[config.mk]
export PLATFORM = sky130hd
export DESIGN_NAME = dsp_mac_out_registered
export DESIGN_NICKNAME = d
export VERILOG_FILES = /design/src/rtl/dsp_mac_pkg.sv /design/src/rtl/dsp_mac_term.sv /design/src/rtl/dsp_mac_out_registered.sv
export SDC_FILE = /design/constraint.sdc
export NUM_CORES = 1
export LEC_CHECK = 0
export CORE_UTILIZATION = 50
export DETAILED_ROUTE_END_ITERATION = 8
export PLACE_DENSITY = 0.75
export REMOVE_ABC_BUFFERS = 1
export SKIP_CTS_REPAIR_TIMING = 1
export SLEW_MARGIN = 20
export SYNTH_ARGS = -nofsm -noshare
export SYNTH_HDL_FRONTEND = slang
export SYNTH_SLANG_ARGS = --single-unit
[constraint.sdc]
create_clock -name clk -period 3 [get_ports clk]
set_input_delay 0.3 -clock clk [delete_from_list [all_inputs] [get_ports clk]]
set_output_delay 0.3 -clock clk [all_outputs]
set_load 0.02 [all_outputs]
[src/rtl/dsp_mac_pkg.sv]
// Shared types and constants for the dsp_mac_out_registered slice.
package dsp_mac_pkg;

  typedef enum logic {
    ACCUM = 1'b0,
    HOLD  = 1'b1
  } state_t;

  localparam logic DSP_MODE_ADD = 1'b0;
  localparam logic DSP_MODE_MUL = 1'b1;

  // Bits needed to hold a term count in 0..len.
  function automatic int unsigned cnt_width(input int unsigned len);
    int unsigned w;
    w = 1;
    while ((64'd1 << w) < (64'(len) + 64'd1)) w++;
    return w;
  endfunction

endpackage

[src/rtl/dsp_mac_term.sv]
// Combinational term generator: term = m ? a*b : a+b, unsigned at DATA_WIDTH bits.
module dsp_mac_term
  import dsp_mac_pkg::*;
#(
  parameter int unsigned DATA_WIDTH = 4
) (
  input  logic [DATA_WIDTH/2-1:0] a,
  input  logic [DATA_WIDTH/2-1:0] b,
  input  logic                    m,
  output logic [DATA_WIDTH-1:0]   term
);

  localparam int unsigned HW = DATA_WIDTH / 2;

  logic [DATA_WIDTH-1:0] w_a_ext;
  logic [DATA_WIDTH-1:0] w_b_ext;

  assign w_a_ext = {{(DATA_WIDTH - HW){1'b0}}, a};
  assign w_b_ext = {{(DATA_WIDTH - HW){1'b0}}, b};

  always_comb begin
    if (m == DSP_MODE_MUL) term = w_a_ext * w_b_ext;
    else                   term = w_a_ext + w_b_ext;
  end

endmodule

[src/rtl/dsp_mac_out_registered.sv]
// Accumulates ACC_LEN handshaked terms and presents the sum from an output register.
// Optional DSP_MAC_SATURATE_EN: accumulator clamps at all-ones instead of wrapping.
module dsp_mac_out_registered
  import dsp_mac_pkg::*;
#(
  parameter int unsigned DATA_WIDTH = 4,
  parameter int unsigned ACC_WIDTH  = 8,
  parameter int unsigned ACC_LEN    = 4
) (
  input  logic                    clk,
  input  logic                    rst_n,
  input  logic                    in_valid,
  output logic                    in_ready,
  input  logic [DATA_WIDTH/2-1:0] a,
  input  logic [DATA_WIDTH/2-1:0] b,
  input  logic                    m,
  input  logic                    clr,
  output logic                    out_valid,
  input  logic                    out_ready,
  output logic [ACC_WIDTH-1:0]    out,
  output logic                    ovf
);

  localparam int unsigned    CW   = cnt_width(ACC_LEN);
  localparam logic [CW-1:0]  LAST = CW'(ACC_LEN - 1);

  state_t                r_state, w_state_nxt;
  logic [ACC_WIDTH-1:0]  r_acc, w_acc_nxt;
  logic [CW-1:0]         r_count, w_count_nxt;
  logic                  r_sticky, w_sticky_nxt;
  logic [ACC_WIDTH-1:0]  r_out, w_out_nxt;
  logic                  r_ovf, w_ovf_nxt;
  logic                  r_out_valid, w_out_valid_nxt;

  logic [DATA_WIDTH-1:0] w_term;
  logic                  w_accept;
  logic [ACC_WIDTH-1:0]  w_base_acc;
  logic [CW-1:0]         w_base_count;
  logic                  w_base_sticky;
  logic [ACC_WIDTH:0]    w_sum;
  logic                  w_carry;
  logic [ACC_WIDTH-1:0]  w_acc_add;
  logic                  w_last;

  dsp_mac_term #(
    .DATA_WIDTH(DATA_WIDTH)
  ) u_term (
    .a    (a),
    .b    (b),
    .m    (m),
    .term (w_term)
  );

  assign in_ready = rst_n && ((r_state == ACCUM) || out_ready);
  assign w_accept = in_valid && in_ready;

  // clr discards the partial sum before this cycle's term is added, so a
  // simultaneous accept starts a fresh accumulation from the term alone.
  assign w_base_acc    = clr ? '0   : r_acc;
  assign w_base_count  = clr ? '0   : r_count;
  assign w_base_sticky = clr ? 1'b0 : r_sticky;

  assign w_sum   = {1'b0, w_base_acc} + {{(ACC_WIDTH + 1 - DATA_WIDTH){1'b0}}, w_term};
  assign w_carry = w_sum[ACC_WIDTH];
  assign w_last  = (w_base_count == LAST);

`ifdef DSP_MAC_SATURATE_EN
  assign w_acc_add = w_carry ? '1 : w_sum[ACC_WIDTH-1:0];
`else
  assign w_acc_add = w_sum[ACC_WIDTH-1:0];
`endif

  always_comb begin
    w_state_nxt     = r_state;
    w_acc_nxt       = r_acc;
    w_count_nxt     = r_count;
    w_sticky_nxt    = r_sticky;
    w_out_nxt       = r_out;
    w_ovf_nxt       = r_ovf;
    w_out_valid_nxt = r_out_valid;

    if (clr) begin
      w_acc_nxt    = '0;
      w_count_nxt  = '0;
      w_sticky_nxt = 1'b0;
    end

    if ((r_state == HOLD) && out_ready) begin
      w_state_nxt     = ACCUM;
      w_out_valid_nxt = 1'b0;
    end

    // Acc is always zero while in HOLD, so an accept on the consuming cycle
    // naturally starts the next result with acc = term, count = 1.
    if (w_accept) begin
      if (w_last) begin
        w_out_nxt       = w_acc_add;
        w_ovf_nxt       = w_base_sticky | w_carry;
        w_out_valid_nxt = 1'b1;
        w_state_nxt     = HOLD;
        w_acc_nxt       = '0;
        w_count_nxt     = '0;
        w_sticky_nxt    = 1'b0;
      end else begin
        w_acc_nxt    = w_acc_add;
        w_count_nxt  = w_base_count + 1'b1;
        w_sticky_nxt = w_base_sticky | w_carry;
      end
    end
  end

  always_ff @(posedge clk) begin
    if (!rst_n) begin
      r_state     <= ACCUM;
      r_acc       <= '0;
      r_count     <= '0;
      r_sticky    <= 1'b0;
      r_out       <= '0;
      r_ovf       <= 1'b0;
      r_out_valid <= 1'b0;
    end else begin
      r_state     <= w_state_nxt;
      r_acc       <= w_acc_nxt;
      r_count     <= w_count_nxt;
      r_sticky    <= w_sticky_nxt;
      r_out       <= w_out_nxt;
      r_ovf       <= w_ovf_nxt;
      r_out_valid <= w_out_valid_nxt;
    end
  end

  assign out       = r_out;
  assign ovf       = r_ovf;
  assign out_valid = r_out_valid;

endmodule

[Yosys cells after proc, flatten, opt, wreduce, memory -nomap -nowiden]
Index checks and enable logic that the tools add are counted.
Word-level totals
  register bits after elaboration: 23
  input port bits: 10
  output and inout port bits: 11
  word-level logic and storage cells: 35
Operators by class
  $add $sub $neg: 3
  $mul: 1
  eq/ne operators: 1
  multiplexer cells: 16
  bitwise gates (word level): 2
  reductions and logical operators: 5
Operators with widths (number)
  8-bit 2-to-1 mux: 3
  8-bit by 4-bit adder with 9-bit output: 1
  1-bit 2-to-1 mux: 9
  3-bit 2-to-1 mux: 3
  2-bit by 2-bit multiplier with 4-bit output: 1
  4-bit 2-to-1 mux: 1
  2-bit by 2-bit adder with 3-bit output: 1
  3-bit by 1-bit adder with 3-bit output (second input constant): 1
  3-bit by 2-bit equality test with 1-bit output (second input constant): 1
  1-bit logical AND: 3
  2-bit AND reduction: 1
  1-bit logical OR: 1
  1-bit inverter: 1
  1-bit bitwise OR: 1

[Depth between registers and ports, before layout]
Gate-level depths: netlist of run 1.
  depth after elaboration: 6
  mapped depth: 10
  gate-level depth less buffers: 10

[Cells and area by module]
Synthesis of run 1 repeated with hierarchy kept, for this count alone.
Second synthesis, totals
  cell total of the unflattened synthesis: 151
  area, all modules: 1280.0 um^2
By module, submodules not included
  dsp_mac_out_registered: times used 1, cells an instance 140, area each 1156.1 um^2, sequential area each 460.4 um^2
  dsp_mac_term: times used 1, cells an instance 11, area each 123.9 um^2, sequential area each 0.0 um^2

[Least setup slack after synthesis of run 1]
No wires, ideal clock.
  path kind: input port to flip-flop
  from: input port a[0]
  to: register r_acc[6]
  data arrival time: 2535 ps
  slack: 396 ps
  cell stages on the path: 10
  path buffers: 0
  path through: ha_1 -> fa_1 -> mux2_2 -> inv_1 -> fa_1 -> nand2b_2 -> a21oi_4 -> nand3_2 -> or4_1 -> o21ai_1
Between the ends
  cells in the longest elaborated chain, start to end: 5
RTL lines
  from (decl): RTL line dsp_mac_out_registered.sv:14  | input logic [DATA_WIDTH/2-1:0] a,
  2-bit by 2-bit multiplier with 4-bit output or 2-bit by 2-bit adder with 3-bit output (tied branches): RTL line dsp_mac_term.sv:22, dsp_mac_term.sv:23
  4-bit 2-to-1 mux (*): RTL line dsp_mac_term.sv:22  | if (m == DSP_MODE_MUL) term = w_a_ext * w_b_ext;
  8-bit by 4-bit adder with 9-bit output (*): RTL line dsp_mac_out_registered.sv:63  | assign w_sum = {1'b0, w_base_acc} + {{(ACC_WIDTH + 1 - DATA_WIDTH){1'b0}}, w_term};
  8-bit 2-to-1 mux (*): RTL line dsp_mac_out_registered.sv:96  | if (w_last) begin
  8-bit 2-to-1 mux (*): RTL line dsp_mac_out_registered.sv:95  | if (w_accept) begin
  to (signal assigned): RTL line dsp_mac_out_registered.sv:123  | r_acc <= w_acc_nxt;
  to (decl): RTL line dsp_mac_out_registered.sv:28  | logic [ACC_WIDTH-1:0] r_acc, w_acc_nxt;
Mark *: on every way between the ends. The rest lies on a longest branch, timed or not.
A chain may end at the register's enable or synchronous reset.

[Worst setup path after layout of run 1]
  from: input port b[0]
  to: register r_out[7], in the netlist out[7]
Between the ends
  cells in the longest elaborated chain, start to end: 3
RTL lines
  from (decl): RTL line dsp_mac_out_registered.sv:15  | input logic [DATA_WIDTH/2-1:0] b,
  2-bit by 2-bit multiplier with 4-bit output or 2-bit by 2-bit adder with 3-bit output (tied branches): RTL line dsp_mac_term.sv:22, dsp_mac_term.sv:23
  4-bit 2-to-1 mux (*): RTL line dsp_mac_term.sv:22
  8-bit by 4-bit adder with 9-bit output (*): RTL line dsp_mac_out_registered.sv:63
  to (signal assigned): RTL line dsp_mac_out_registered.sv:126  | r_out <= w_out_nxt;
  to (decl): RTL line dsp_mac_out_registered.sv:31  | logic [ACC_WIDTH-1:0] r_out, w_out_nxt;
Marked as above.

==> reports/metrics.csv, run 1 <==
stage,metric,value,unit
setup_path,reg2reg_depth,10,
setup_path,critPathLaunchType,primary input,
synth,syn-cell-area,1360,µm²
sta,fin_crit,2800,ps
routing,drt-pass1-iter-count,4,
clock_tree,cts_tree,yes,
power_and_ir_drop,ir_drop,0.263,mV
synth,synth_top_area_share,0.339,
sta,hold_violations,0,
floorplanning,die_area,2930,µm²
synth,synth_area_leaders,"dfxtp_1, ha_1, nor2_1",
cells_and_area,regArea,460,µm²
synth,postSynthAreaPerCell,8.94,µm²
floorplanning,core-area,2520,µm²
synth,synth_adder_area_share,0.112,
global_routing,grt_pass1_vias,1004,
synth,ys_warn_count,0,
hold_path,hp-class,reg2reg,
routing,vias,1129,
sta,clock.fmax,0.357,GHz
routing,drc,0,
placement,dpl.hpwl,2210,µm
placement,globalplace.congestion,0.805,
synth,synth_seq_cells,23,
global_routing,grt_overflow,0,
synth,synth_cell_types,42,
global_routing,grt_usage,0.217,
synth,yosys.area_share.simple,0.274,
flow_run,max_cap_violations,0,
hold_path,hold_path_depth,2,
synth,yosys_most_used_dff,dfxtp_1,
setup_path,critical_path_class,in2reg,
sta,hold_ws,469,ps
clock_tree,numCtsBuffers,3,
sta,relSlewSlack,0.626,
routing,wl,2760,µm
setup_path,critPathCaptureType,flip-flop,
routing,ant_nets,0,
clock_tree,worstSkewPairLatency,310,ps
sta,worst_slack,197,ps
setup_path,ff2ff_setup_slack,820,ps
setup_path,crit_end,out[7],
sta,fin_worst_skew,6.20,ps
setup_path,crit_start,b[0],
synth,synth_top_cell_by_area,dfxtp_1,
placement,dp_cells,204,
clock_tree,root_buffer,clkbuf_4,
cells_and_area,nets,200,
clock_tree,clock_sinks,23,
power_and_ir_drop,finalPower,0.000540,W
setup_path,timing.rr.end,out[4],
synth,synth_edf_count,0,
synth,yosys.area_share.xor_xnor,0.0451,
cells_and_area,diodes,0,
sta,post-route-period-util,0.934,
floorplanning,dieHeight,54.1,µm
clock_tree,cts_max_path_buffers,2,
floorplanning,fp-row-count,18,
power_and_ir_drop,p_leak,0.629,nW
cells_and_area,drive_above_1_share,0.135,
synth,netlist_instances,152,
synth,post-synth-top-count-cell,dfxtp_1,
synth,ys_seq_area_frac,0.339,
setup_path,crit_required,3240,ps
synth,netlist_top_cells_count,"dfxtp_1, nor2_1, nand2_1",
floorplanning,die_w,54.1,µm
synth,synth_top_family_by_area,simple AND/OR/NAND/NOR gates,
global_routing,grt_first_pass_wirelength,4450,µm
cells_and_area,multiInputGateArea,861,µm²
setup_path,path_max_fanout,2,
cells_and_area,fin_cells,208,
placement,place_ws,-124,ps
setup_path,cp.arrival,3040,ps
routing,drtIter0Drc,14,
setup_path,r2r_start,r_acc[0],
sta,final_max_slew_viol_count,0,
synth,async_flop_share,0,
power_and_ir_drop,powerDensity,328,nW/µm²
run_status,status,"finished, final reports clean",
floorplanning,initial_utilization,0.539,
clock_tree,htree_levels,1,
floorplanning,ios,21,
global_routing,grt_max_degree,14,
global_routing,antenna_found_initial,0,
sta,tightest_slew,559,ps
clock_tree,clk_pin_slew,130,ps
sta,rsz0062_at_grt,false,
cells_and_area,area_growth,21.2,%
routing,routedWlPerCell,13.3,µm
placement,port_buffers,20,
sta,finalSetupViolations,0,
synth,synth_compound_area_frac,0.169,
synth,synthMuxAreaShare,0.0322,
routing,vias_per_cell,5.43,
cells_and_area,fillers,211,
==> power breakdown <==
group          total (W)  internal (W)  switching [W]
sequential      0.000310      0.000309    0.000000852
combinational  0.0000829     0.0000387      0.0000443
clock           0.000147     0.0000498      0.0000972
total           0.000540      0.000397       0.000142
==> per-stage QoR <==
step / util / instance area, µm² / TNS [ps]
after floorplan: - / 1340 / 0
after global placement: 0.642 / 1620 / -52.8
after detailed placement: 0.642 / 1620 / -352
after CTS: 0.653 / 1650 / 0
after global routing: 0.653 / 1650 / 0
final: 0.653 / 1650 / 0
==> critical path, cell delays in order <==
cell and delay [ps]:
clkdlybuf4s50_1 480, ha_1 190, fa_1 420, mux2_2 290, ha_1 310, a211oi_1 360
o21bai_1 170, and2_4 170, xor2_1 140, a211oi_1 210
==> area by class of cell <==
type | instances | share of cell area
clock buffer | 3 | 0.0137
inverter | 6 | 0.0137
multi-input combinational | 120 | 0.523
timing repair buffer | 25 | 0.144
sequential | 23 | 0.280
clock inverter | 1 | 0.00304
tap | 30 | 0.0228
==> registers in the layout (all words and copies together), names as in the netlist <==
register and cells:
out 8, r_sticky 1, r_acc 8, r_state 1
ovf 1, out_valid 1, r_count 3
==> metal layers <==
layer,global-route usage,wire (µm),vias to the layer above
met4,0.0769,42,0
met3,0.0339,91,6
met5,0,0,-
met2,0.368,1330,20
met1,0.273,1290,527
li1,-,-,576
==> how the worst min path moves through the flow <==
| stage | to | startpoint |
|---|---|---|
| after floorplan | r_acc[5] | clr |
| after global placement | out[4] | out[4] |
| after detailed placement | out[0] | out[0] |
| after CTS | out[2] | out[2] |
| after global routing | out[0] | out[0] |
| final | out[0] | out[0] |
==> cells in the final DEF, fill, tap and decap left out, types with 6 or more instances in the layout <==
cell	Yosys	routed
ha_1	9	9
nor2_1	18	18
nand3_1	7	7
a21oi_1	12	12
nand2_1	14	14
o21ai_0	6	6
clkdlybuf4s50_1	0	20
dfxtp_1	23	23
inv_1	6	6
==> kinds of logic after synthesis <==
| family | Yosys count |
|---|---|
| and+or+nand+nor | 65 |
| xor gates and xnor gates | 7 |
| DFF | 23 |
| muxes | 4 |
| AOI/OAI and AO/OA | 33 |
| buffers and inverters | 9 |
| adders and majority gates | 11 |
(Power assumes the default switching activity.)
==> inputs of run 2 (changes only) <==
- ABC_CLOCK_PERIOD_IN_PS: not set -> 3000
==> results of run 2 <==
No change in the layout: final DEF, timing and power equal those of run 1.
